File: config.mk
export PLATFORM = sky130hd
export DESIGN_NAME = itrx_aib_phy_apbm
export DESIGN_NICKNAME = d
export VERILOG_FILES = /design/src/rtl/itrx_aib_phy_apbm.sv
export SDC_FILE = /design/constraint.sdc
export NUM_CORES = 1
export LEC_CHECK = 0
export BUFFER_PORTS_ARGS = -buffer_cell sky130_fd_sc_hd__buf_2
export CORE_UTILIZATION = 30
export DETAILED_ROUTE_END_ITERATION = 16
export SLEW_MARGIN = 20
export SYNTH_ARGS = -nofsm -noshare
export SYNTH_HDL_FRONTEND = slang
export SYNTH_SLANG_ARGS = --single-unit
File: constraint.sdc
create_clock -name pclk -period 2.2 [get_ports pclk]
set_clock_uncertainty 0.1 [all_clocks]
set_input_delay 0.22 -clock pclk [delete_from_list [all_inputs] [get_ports pclk]]
set_output_delay 0.22 -clock pclk [all_outputs]
set_load 0.02 [all_outputs]
File: src/rtl/itrx_aib_phy_apbm.sv
// APB initiator for the AIB PHY register slave.
// Takes single read/write commands on a valid/ready port, runs one APB
// SETUP/ACCESS transfer at a time with an optional wait-state timeout, and
// reports completion with a one-cycle response pulse.
//
//   state     | meaning
//   ----------+--------------------------------------------------------
//   ST_IDLE   | cmd_ready high, waiting for a command
//   ST_SETUP  | psel high, penable low, exactly one cycle
//   ST_ACCESS | psel and penable high, waiting for pready or timeout
module itrx_aib_phy_apbm #(
  parameter int TMO_W   = 8,
  parameter int TMO_MAX = 255
) (
  input  logic        pclk,
  input  logic        presetn,
  input  logic        cmd_valid,
  output logic        cmd_ready,
  input  logic        cmd_write,
  input  logic [11:0] cmd_addr,
  input  logic [31:0] cmd_wdata,
  output logic        rsp_valid,
  output logic        rsp_err,
  output logic [31:0] rsp_rdata,
  output logic [11:0] paddr,
  output logic        pwrite,
  output logic        psel,
  output logic        penable,
  output logic [31:0] pwdata,
  input  logic [31:0] prdata,
  input  logic        pready
);

  typedef enum logic [1:0] {
    ST_IDLE   = 2'd0,
    ST_SETUP  = 2'd1,
    ST_ACCESS = 2'd2
  } state_t;

  localparam logic [TMO_W-1:0] TMO_LIM = TMO_W'(TMO_MAX);
  localparam logic [TMO_W-1:0] CNT_SAT = '1;
  localparam bit               TMO_EN  = (TMO_MAX != 0);

  state_t           state;
  logic [TMO_W-1:0] wait_cnt;
  logic             tmo_hit;

  // Timeout fires only when enabled and the slave has used up its wait budget.
  assign tmo_hit = TMO_EN && (wait_cnt == TMO_LIM);

  // Transfer sequencer; all outputs are registered here.
  always_ff @(posedge pclk or negedge presetn) begin
    if (!presetn) begin
      state     <= ST_IDLE;
      wait_cnt  <= '0;
      cmd_ready <= 1'b1;
      rsp_valid <= 1'b0;
      rsp_err   <= 1'b0;
      rsp_rdata <= '0;
      paddr     <= '0;
      pwrite    <= 1'b0;
      psel      <= 1'b0;
      penable   <= 1'b0;
      pwdata    <= '0;
    end else begin
      rsp_valid <= 1'b0;
      rsp_err   <= 1'b0;
      case (state)
        ST_IDLE: begin
          if (cmd_valid) begin
            paddr     <= cmd_addr;
            pwrite    <= cmd_write;
            pwdata    <= cmd_wdata;
            psel      <= 1'b1;
            penable   <= 1'b0;
            cmd_ready <= 1'b0;
            state     <= ST_SETUP;
          end
        end
        ST_SETUP: begin
          penable  <= 1'b1;
          wait_cnt <= '0;
          state    <= ST_ACCESS;
        end
        ST_ACCESS: begin
          if (pready) begin
            // pready wins over a timeout landing in the same cycle
            psel      <= 1'b0;
            penable   <= 1'b0;
            rsp_valid <= 1'b1;
            cmd_ready <= 1'b1;
            if (!pwrite) begin
              rsp_rdata <= prdata;
            end
            state <= ST_IDLE;
          end else if (tmo_hit) begin
            psel      <= 1'b0;
            penable   <= 1'b0;
            rsp_valid <= 1'b1;
            rsp_err   <= 1'b1;
            rsp_rdata <= '0;
            cmd_ready <= 1'b1;
            state     <= ST_IDLE;
          end else if (wait_cnt != CNT_SAT) begin
            wait_cnt <= wait_cnt + TMO_W'(1);
          end
        end
        default: begin
          psel      <= 1'b0;
          penable   <= 1'b0;
          cmd_ready <= 1'b1;
          state     <= ST_IDLE;
        end
      endcase
    end
  end

endmodule

# [Word level (Yosys, flattened, before mapping)]
# Index checks and enable logic that the tools add are counted.
[op_classes] addsub=1 n_mul=0 n_div=0 magnitude_cmp=0 n_eq_ne=10 shift=0 n_mux=25 bitwise_logic=1 n_reduce_logical=8
[ops] cell="32-bit 2-to-1 mux" n=3
[ops] cell="8-bit 2-to-1 mux" n=3
[ops] cell="8-bit case mux with 2 select lines" n=1
[ops] cell="1-bit 2-to-1 mux" n=11
[ops] cell="2-bit inequality test (second input constant)" n=5
[ops] cell="1-bit case mux with 3 select lines" n=3
[ops] cell="8-bit by 1-bit adder with 8-bit output (second input constant)" n=1
[ops] cell="8-bit equality test (second input constant)" n=1
[ops] cell="8-bit inequality test (second input constant)" n=1
[ops] cell="2-bit 2-to-1 mux" n=3
[ops] cell="2-bit case mux with 3 select lines" n=1
[ops] cell="3-bit AND reduction" n=2
[ops] cell="2-bit AND reduction" n=2
[ops] cell="4-bit AND reduction" n=1
[ops] cell="2-bit nonzero test" n=2
[ops] cell="3-bit inequality test (second input constant)" n=1
[ops] cell="2-bit by 1-bit equality test with 1-bit output (second input constant)" n=1
[ops] cell="2-bit equality test (second input constant)" n=1
[ops] cell="2-bit zero test" n=1
[ops] cell="1-bit inverter" n=1
[totals] reg_bits=92 latchBits=0 mem_bits_rw=0 rom_bits=0 inputBits=81 output_inout_bits=82 elab_cells=56 mem_count=0

# [Depth between registers and ports, before layout]
# Gate-level depths: netlist of the first run.
[depth] word_depth=5 mapped_depth=6 depth_no_buf=5

# [Worst setup path after synthesis of the first run]
# No wires, ideal clock.
[synth_path] kind="register -> register" start="reg penable (netlist name)" end="reg pwdata[12]" setup_ns=0.125 t_arrival_ns=1.445 t_required_ns=1.975 setup_slack_ns=0.530 stages_incl_launch_ff=6 path_buffers=2 synth_period_minus_slack_ns=1.670 path_cell_list="dfrtp_1 > nor2_1 > and2_4 > buf_6 > buf_6 > mux2_2"
[synth_rtl] element="end signal, assigned" line="73" rtl="pwdata <= cmd_wdata;"
[synth_rtl] element="end, declared" line="29" rtl="output logic [31:0] pwdata,"

# [Worst setup path in the final report of the first run]
[layout_path] start="reg wait_cnt[0]" end="reg wait_cnt[1]"
[layout_between] elab_chain_cells=5 word_cells_on_any_way=10 cone_classes="1 x add/sub; 4 x eq/ne; 4 x mux; 1 x reduce/logical"
[layout_lines] element="start, declared" line="45" rtl="logic [TMO_W-1:0] wait_cnt;"
[layout_lines] element="start signal, assigned" line="105" rtl="wait_cnt <= wait_cnt + TMO_W'(1);"
[layout_lines] element="8-bit by 1-bit adder with 8-bit output" line="105"
[layout_lines] element="8-bit 2-to-1 mux" line="104" rtl="end else if (wait_cnt != CNT_SAT) begin"
[layout_lines] element="8-bit 2-to-1 mux" line="96" rtl="end else if (tmo_hit) begin"
[layout_lines] element="8-bit 2-to-1 mux" line="86" rtl="if (pready) begin"
[layout_lines] element="8-bit case mux with 2 select lines" line="68" rtl="case (state)"
# Several ways; a longest one is shown, not always the timed one. The select of a mux whose other input is x is not followed.
# A chain may end at the register's enable or synchronous reset.

==> results of run 1 <==
==> final cells by class <==
type	count	area share
Sequential cell	91	0.4141
Timing Repair Buffer	242	0.2929
Multi-Input combinational cell	129	0.2045
Clock buffer	9	0.04094
Tap cell	143	0.03252
Clock inverter	7	0.01023
Inverter	7	0.004776
==> through the flow <==
step	hold WS [ns]	utilization	std cells	cell area, sq um
5_1_grt	0.008667	0.4818	628	5502
3_3_place_gp	0.1355	0.3936	540	4494
4_1_cts	0.000002331	0.4809	627	5492
2_1_floorplan	-0.1756	-	239	3527
6_report	0.01620	0.4818	628	5502
3_5_place_dp	0.1479	0.3949	541	4509
==> worst reg2reg max path, delay by kind of cell, from the launching register on <==
family                     cells  cell delay, ns
AOI/OAI and AO/OA              2            0.69
adders and majority gates      1            0.27
DFF                            1            0.41
and+or+nand+nor                2            0.20
==> per-layer routing <==
metal,vias up,wire length (um),share of wire,GRT usage
li1,1362,-,-,-
met1,1407,3837,0.42,0.1915
met2,134,4457,0.49,0.2580
met3,18,651,0.071,0.05214
met4,0,203,0.022,0.07289
met5,-,0,0,0
==> sequential cells by signal, indices dropped and copies added, names as in the netlist <==
name / cells
psel: 1
penable: 1
cmd_ready: 1
paddr: 12
pwrite: 1
rsp_rdata: 32
pwdata: 32
rsp_valid: 1
state: 1
wait_cnt: 8
rsp_err: 1
==> cell usage in the layout, fill, tap and decap left out, types with 5 or more instances in the layout <==
| cell | Yosys | final |
|---|---|---|
| dlygate4sd3_1 | 0 | 71 |
| mux2_2 | 42 | 42 |
| nand2_1 | 5 | 5 |
| a22o_1 | 30 | 30 |
| inv_6 | 0 | 5 |
| buf_4 | 0 | 8 |
| clkbuf_16 | 0 | 9 |
| inv_1 | 7 | 7 |
| dfrtp_1 | 90 | 90 |
| buf_2 | 6 | 161 |
| nor3_1 | 6 | 6 |
==> report_power, final <==
part	total (mW)	switching [mW]	internal, mW
Clock	1.47	0.691	0.784
Sequential	2.83	0.402	2.43
Combinational	3.11	1.76	1.36
Total	7.42	2.85	4.57
==> cells by family (layout without fill, tap and decap cells) <==
group                    after synthesis  count (layout)
flip-flops                            91              91
AND/OR/NAND/NOR                       31              31
multiplexers                          46              46
buffers and inverters                 19             265
adder cells (fa/ha/maj)                1               1
AO/OA/AOI/OAI                         51              51
==> worst max path at each step <==
stage          cells after the start  slack, ns            end        start
3_5_place_dp                       4       0.35     pwdata[20]      penable
6_report                           5       0.38    wait_cnt[1]  wait_cnt[0]
2_1_floorplan                      5       0.53     pwdata[12]      penable
4_1_cts                            4       0.35     pwdata[21]      penable
5_1_grt                            5       0.20    wait_cnt[0]  wait_cnt[0]
3_3_place_gp                       3       0.12  rsp_rdata[25]     state[0]
==> reports/qor.yml, run 1 <==
synthMuxAreaShare: 0.1465
cap_violations: 0
rsz0062_at_grt: "false"
initial_core_util: 0.3089
pin_count: 163
n_fill_cell: 1031
synthFlopType: "dfrtp_1"
drt_first_pass_iters: 4
synth_compound_area_frac: 0.1178
status: "complete, no violations"
cts_resized: 0
drc: 0
hold_path.class: "input pin to register"
p_total_mw: 7.418
n_antenna_cell: 0
cp-end-kind: "register"
layout_min_cycle_time_ns: 1.815
synth_common_cells: "90 x dfrtp_1, 42 x mux2_2, 30 x a22o_1, 7 x inv_1"
place_hpwl_um: 5911
place.gp.congestion: 0.7614
place_ws_ns: 0.3498
setup_viol: 0
netlist_area_sq_um: 3527
r2r_setup_slack_ns: 0.38
fin_nets: 562
grt_pass1_wl_um: 15300
drt_iter0_markers: 190
worst_slack_ns: 0.3846
ys_seq_elements: 91
reg2reg_depth: 5
ys_types: 36
clk_latency_ns: 0.35
relSlewSlack: 0.6297
yosys.area.top_type: "dfrtp_1"
synth-async-reset-ratio: 1.000
cp_data_arrival_time_ns: 1.92
synth_fa_ha_area_frac: 0.003547
vias: 2921
worstMarginPinSlew_ns: 0.5507
crit_chain: "ha_1 -> nand3_1 -> nor2_1 -> o31ai_1 -> o221ai_1"
hold_buffers: 70
syn_inst: 239
critPathSlowestCell: "o31ai_1"
grt.total_usage: 0.1591
syn_nets: 321
max_freq_mhz: 550.8
yosysWarnings: 0
cts_setup_buffers: 0
wl_um: 9149
path_delay_family: "compound AO/OA/AOI/OAI gates"
cp-start-kind: "register"
setup-tns-final_ns: 0
min_from: "cmd_wdata[25]"
seq_area_sq_um: 2278
drive_gt1_frac: 0.4887
leakagePower_nw: 2.695
antenna_found_initial: 0
fp.dieW_um: 110.4
synth_top_family_by_area: "multiplexers"
cp_num_buf_inv: 0
synthMostInstantiatedCell: "dfrtp_1"
grt.overflow.total: 0
cts_sinks: 91
slowest_delay_ns: 0.48
hold_viol_final: 0
seq_area_frac_synth: 0.6460
synth-xor-area-share: 0
hold-path-cell-count: 2
htree_levels: 3
path_clk_slew_ns: 0.07
area_growth_pct: 55.98
grt_max_degree: 43
fin_crit_sh: 0.8252
rows: 39
critPathKind: "register to register"
multi_input_area_sq_um: 1125
power.density_nw_per_um2: 1348
synth-edff-count: 0
fp.coreArea_sq_um: 11420
hold_path_end: "pwdata[25]"
vias_per_cell: 4.651
ant_nets: 0
synthSimpleGateAreaFrac: 0.05108
crit_fanout: 5
wl_per_cell_um: 14.57
final_max_slew_viol_count: 0
cts_buffers: 9
port_buffers: 162
grt_pass1_vias: 3066
yosys-top-cells-area: "dfrtp_1 64%, mux2_2 13%, a22o_1 7.4%"
synth.avg_cell_area_sq_um: 14.76
r2r-end: "wait_cnt[1]"
clockBufferDepth: 2
cts_tree: "built"
required_ns: 2.30
r2r-start: "wait_cnt[0]"
die_area_sq_um: 12190
die_h_um: 110.4
yosysTopAreaCellShare: 0.6385
root_buffer: "clkbuf_16"
peakVddDrop_mv: 0.9078
No activity file was read; power rests on OpenSTA's default activity.
==> run 2: changes to the inputs <==
--- a/config.mk
+++ b/config.mk
@@ -5,6 +5,7 @@
 export SDC_FILE = /design/constraint.sdc
 export NUM_CORES = 1
 export LEC_CHECK = 0
+export ABC_AREA = 1
 export BUFFER_PORTS_ARGS = -buffer_cell sky130_fd_sc_hd__buf_2
 export CORE_UTILIZATION = 30
 export DETAILED_ROUTE_END_ITERATION = 16
==> constraint.sdc (replaced) <==
create_clock -name pclk -period 1.8 [get_ports pclk]
set_clock_uncertainty 0.1 [all_clocks]
set_input_delay 0.18 -clock pclk [delete_from_list [all_inputs] [get_ports pclk]]
set_output_delay 0.18 -clock pclk [all_outputs]
set_load 0.02 [all_outputs]
==> reports/qor.yml, run 2 <==
status: "complete, no violations"
n_antenna_cell: 0
power.density_nw_per_um2: 1550
dp_cells: 806
netlist_area_sq_um: 3969
leakagePower_nw: 3.426
seq_area_frac_synth: 0.5741
yosysTopAreaCellShare: 0.5675
n_fill_cell: 1242
fp.coreArea_sq_um: 12770
cap_violations: 0
required_ns: 1.93
port_buffers: 162
path_clk_slew_ns: 0.06
ys_seq_elements: 91
relSlewSlack: 0.6700
hold_path.class: "input pin to register"
grt.overflow.total: 0
pin_count: 163
ys_types: 23
fin_crit_sh: 0.9142
die_h_um: 117.0
place.gp.congestion: 0.7648
cp_data_arrival_time_ns: 1.77
setup_viol: 0
place_hpwl_um: 6962
cts_sinks: 91
finalNonFillerCells: 869
clockBufferDepth: 2
clk_latency_ns: 0.34
die_area_sq_um: 13690
antenna_found_initial: 0
vias: 3758
final_cell_mix: "257 x nand2_1, 161 x buf_2, 90 x dfrtp_1"
syn_nets: 571
drive_gt1_frac: 0.2869
area_growth_pct: 44.14
drc: 0
critPathCapture: "rsp_rdata[14]"
initial_core_util: 0.3107
grt_max_degree: 49
placed_area_sq_um: 4918
wl_per_cell_um: 12.48
rows: 41
multi_input_area_sq_um: 1371
yosys.area.top_type: "dfrtp_1"
grt_pass1_wl_um: 16910
r2r-end: "rsp_rdata[14]"
seq_area_sq_um: 2278
final_area_sq_um: 5720
drt_iter0_markers: 213
final_max_slew_viol_count: 0
critPathKind: "register to register"
final_common_cell: "nand2_1"
yosys-top-cells-area: "dfrtp_1 57%, nand2_1 24%, nand3_1 5.9%"
synth.avg_cell_area_sq_um: 8.116
ant_nets: 0
rsz0062_at_grt: "false"
root_buffer: "clkbuf_16"
grt.total_usage: 0.1617
cp-end-kind: "register"
wl_um: 10840
max_freq_mhz: 607.7
cp-start-kind: "register"
vias_per_cell: 4.325
critPathLaunch: "wait_cnt[0]"
synthMostInstantiatedCell: "nand2_1"
fin_nets: 774
hold_viol_final: 0
synth-async-reset-ratio: 1.000
layout_min_cycle_time_ns: 1.646
peakVddDrop_mv: 0.8757
synth_common_cells: "257 x nand2_1, 90 x dfrtp_1, 47 x nand3_1, 45 x inv_1, 17 x buf_2"
cts_tree: "built"
synth-edff-count: 0
crit_fanout: 16
synthFlopType: "dfrtp_1"
setup-tns-final_ns: 0
worstMarginPinSlew_ns: 0.4938
r2r_setup_slack_ns: 0.15
htree_levels: 3
fp.dieW_um: 117.0
syn_inst: 489
yosysWarnings: 0
top_regs: "pwdata x32, rsp_rdata x32, paddr x12"
reg2reg_depth: 8
finalCoreUtilization: 0.4478
r2r-start: "wait_cnt[0]"
grt_pass1_vias: 3567
drt_first_pass_iters: 4
cts_buffers: 9
## run 2: kinds of logic (layout without fill, tap and decap cells)
kind of cell / after synthesis / count (layout) / share of synthesized area
buffers and inverters: 71 / 278 / 0.08480
and+or+nand+nor: 320 / 321 / 0.3285
adders and majority gates: 1 / 1 / 0.003152
DFF: 91 / 91 / 0.5741
xor gates and xnor gates: 2 / 2 / 0.004414
AOI/OAI and AO/OA: 4 / 4 / 0.005042
## run 2: worst max-delay path, cell delays in order, from the launching register on
cell and delay [ns]:
dfrtp_1 0.40, ha_1 0.23, nand2_1 0.08, nor2_2 0.11
nand2_2 0.10, nand2_2 0.13, nand3_4 0.21, nand2_1 0.13
nand2_1 0.05
## run 2: worst min-delay path by stage
stage / startpoint / endpoint / slack [ns] / cells after the start
finish: prdata[27] / rsp_rdata[27] / 0.06 / 5
global route: prdata[27] / rsp_rdata[27] / 0.08 / 5
CTS: prdata[27] / rsp_rdata[27] / 0.04 / 5
detailed placement: presetn / rsp_rdata[18] / -0.04 / 1
global placement: presetn / rsp_rdata[16] / -0.04 / 1
floorplan: presetn / paddr[0] / -0.22 / 0
## run 2: repair_timing
| action | 4_1_cts | 5_1_grt |
|---|---|---|
| hold buffers | 46 | 0 |
| hold endpoints to repair | 135 | 0 |
| resized for setup | 0 | 2 |
| endpoints found under the setup margin | 0 | 32 |
| buffers inserted | 0 | 0 |
## run 2: per-layer routing
layer,global-route usage,up-vias,share of wire,routed length [um]
li1,-,1871,-,-
met1,0.2037,1708,0.46,4939
met2,0.2584,159,0.45,4852
met3,0.04068,20,0.075,813
met4,0.08186,0,0.022,240
met5,0,-,0,0
## run 2: where the power goes
| part | switching (mW) | internal (mW) |
|---|---|---|
| registers | 0.484 | 2.86 |
| clock network | 0.786 | 1.23 |
| logic | 2.36 | 1.15 |
## run 2: per-stage QoR
step,hold WS (ns),total power [mW],worst slack [ns]
after floorplan,-0.2156,5.532,0.3663
after CTS,0.04185,8.925,0.06766
final,0.05563,8.869,0.1544
after global placement,-0.03564,6.693,0.1162
after detailed placement,-0.03520,6.789,0.07588
after global routing,0.08034,9.466,0.005730
## run 2: layout make-up
cell class,count,area share
Sequential cell,91,0.3983
Multi-Input combinational cell,328,0.2397
Timing Repair Buffer,216,0.2375
Clock buffer,13,0.04899
Tap cell,172,0.03762
Inverter,46,0.03018
Clock inverter,3,0.007655
==> run 3: changes to the inputs <==
--- a/config.mk
+++ b/config.mk
@@ -7,8 +7,12 @@
 export LEC_CHECK = 0
 export ABC_AREA = 1
 export BUFFER_PORTS_ARGS = -buffer_cell sky130_fd_sc_hd__buf_2
+export CELL_PAD_IN_SITES_DETAIL_PLACEMENT = 0
+export CELL_PAD_IN_SITES_GLOBAL_PLACEMENT = 1
 export CORE_UTILIZATION = 30
+export CTS_BUF_LIST = sky130_fd_sc_hd__clkbuf_2
 export DETAILED_ROUTE_END_ITERATION = 16
+export PLACE_DENSITY_LB_ADDON = 0.1
 export SLEW_MARGIN = 20
 export SYNTH_ARGS = -nofsm -noshare
 export SYNTH_HDL_FRONTEND = slang
==> reports/qor.yml, run 3 (synthesized netlist as in run 2, its figures left out) <==
place.gp.congestion: 0.7013
fp.dieW_um: 117.0
critPathKind: "register to register"
root_buffer: "clkbuf_2"
status: "complete, no violations"
antenna_found_initial: 0
drive_gt1_frac: 0.2703
place_hpwl_um: 6716
pin_count: 163
hold_path.class: "input pin to async pin"
relSlewSlack: 0.6427
final_max_slew_viol_count: 0
cp-end-kind: "register"
wl_per_cell_um: 11.95
port_buffers: 162
n_antenna_cell: 0
required_ns: 2.17
reg2reg_depth: 8
peakVddDrop_mv: 0.6512
fp.coreArea_sq_um: 12770
crit_fanout: 16
fin_nets: 818
grt_pass1_wl_um: 16910
critPathLaunch: "wait_cnt[0]"
placed_area_sq_um: 4926
finalCoreUtilization: 0.4656
r2r-start: "wait_cnt[0]"
wl_um: 10900
drc: 0
vias: 3778
worstMarginPinSlew_ns: 0.5360
r2r-end: "rsp_rdata[1]"
cts_tree: "built"
grt.overflow.total: 0
grt_pass1_vias: 3557
path_clk_slew_ns: 0.22
layout_min_cycle_time_ns: 1.628
power.density_nw_per_um2: 1323
p_total_mw: 7.870
ant_nets: 0
clk_latency_ns: 0.55
drt_iter0_markers: 203
rsz0062_at_grt: "true"
die_area_sq_um: 13690
die_h_um: 117.0
final_cell_mix: "257 x nand2_1, 161 x buf_2, 90 x dfrtp_1"
setup_viol: 0
cp-start-kind: "register"
grt_max_degree: 92
hold_viol_final: 0
leakagePower_nw: 3.508
final_common_cell: "nand2_1"
htree_levels: 3
top_regs: "pwdata x32, rsp_rdata x32, paddr x12"
cts_buffers: 9
r2r_setup_slack_ns: 0.17
cap_violations: 0
drt_first_pass_iters: 6
max_freq_mhz: 614.3
final_area_sq_um: 5947
cts_sinks: 91
clockBufferDepth: 2
fin_crit_sh: 0.9044
cp_data_arrival_time_ns: 2.00
vias_per_cell: 4.143
area_growth_pct: 49.84
rows: 41
initial_core_util: 0.3107
grt.total_usage: 0.1625
[run 3: how the worst max path moves through the flow]
stage,to,slack [ns],cells past startpoint
2_1_floorplan,rsp_rdata[0],0.37,9
3_3_place_gp,rsp_rdata[21],0.09,8
3_5_place_dp,rsp_rdata[4],0.05,8
4_1_cts,rsp_rdata[1],0.02,8
5_1_grt,rsp_rdata[11],-0.007,8
6_report,rsp_rdata[1],0.17,8
[run 3: per-stage QoR]
stage / hold slack (ns) / setup slack, ns / instances / TNS (ns)
2_1_floorplan: -0.2156 / 0.3663 / 489 / 0
3_3_place_gp: 0.1760 / 0.09413 / 807 / 0
3_5_place_dp: 0.1732 / 0.05455 / 807 / 0
4_1_cts: 0.02356 / 0.01968 / 911 / 0
5_1_grt: 0.04960 / -0.007247 / 912 / -0.01166
6_report: 0.02650 / 0.1721 / 912 / 0
[run 3: layout make-up]
| cell class | instances | area [sq um] |
|---|---|---|
| Sequential cell | 91 | 2278 |
| Clock buffer | 12 | 60.06 |
| Tap cell | 172 | 215.2 |
| Multi-Input combinational cell | 328 | 1384 |
| Inverter | 46 | 172.7 |
| Clock inverter | 3 | 40.04 |
| Timing Repair Buffer | 260 | 1797 |
| Fill cell | 1280 | 6827 |
[run 3: timing repair]
item	CTS	global route
hold endpoints to repair	171	0
gates resized for setup	0	4
setup buffers	0	0
setup endpoints to repair	0	33
hold buffers	89	0
[run 3: routing by layer]
| layer | track usage | up-vias | wire [um] |
|---|---|---|---|
| met3 | 0.05201 | 12 | 721 |
| met5 | 0 | - | 0 |
| li1 | - | 1963 | - |
| met4 | 0.07764 | 0 | 190 |
| met1 | 0.1887 | 1686 | 4821 |
| met2 | 0.2726 | 117 | 5168 |
[run 3: critical path, cell delays in order, from the launching register on]
cell	delay, ns
dfrtp_1	0.44
ha_2	0.22
nand2_1	0.06
nor2_2	0.11
nand2_2	0.12
nand2_4	0.11
nand3_4	0.20
nand2_1	0.11
nand2_1	0.06
[run 3: power breakdown]
group          internal [mW]  leakage, nW  switching (mW)  total [mW]
sequential              2.84         1.16           0.450        3.29
combinational           1.23         2.28            2.36        3.59
clock                  0.327       0.0718           0.659       0.986
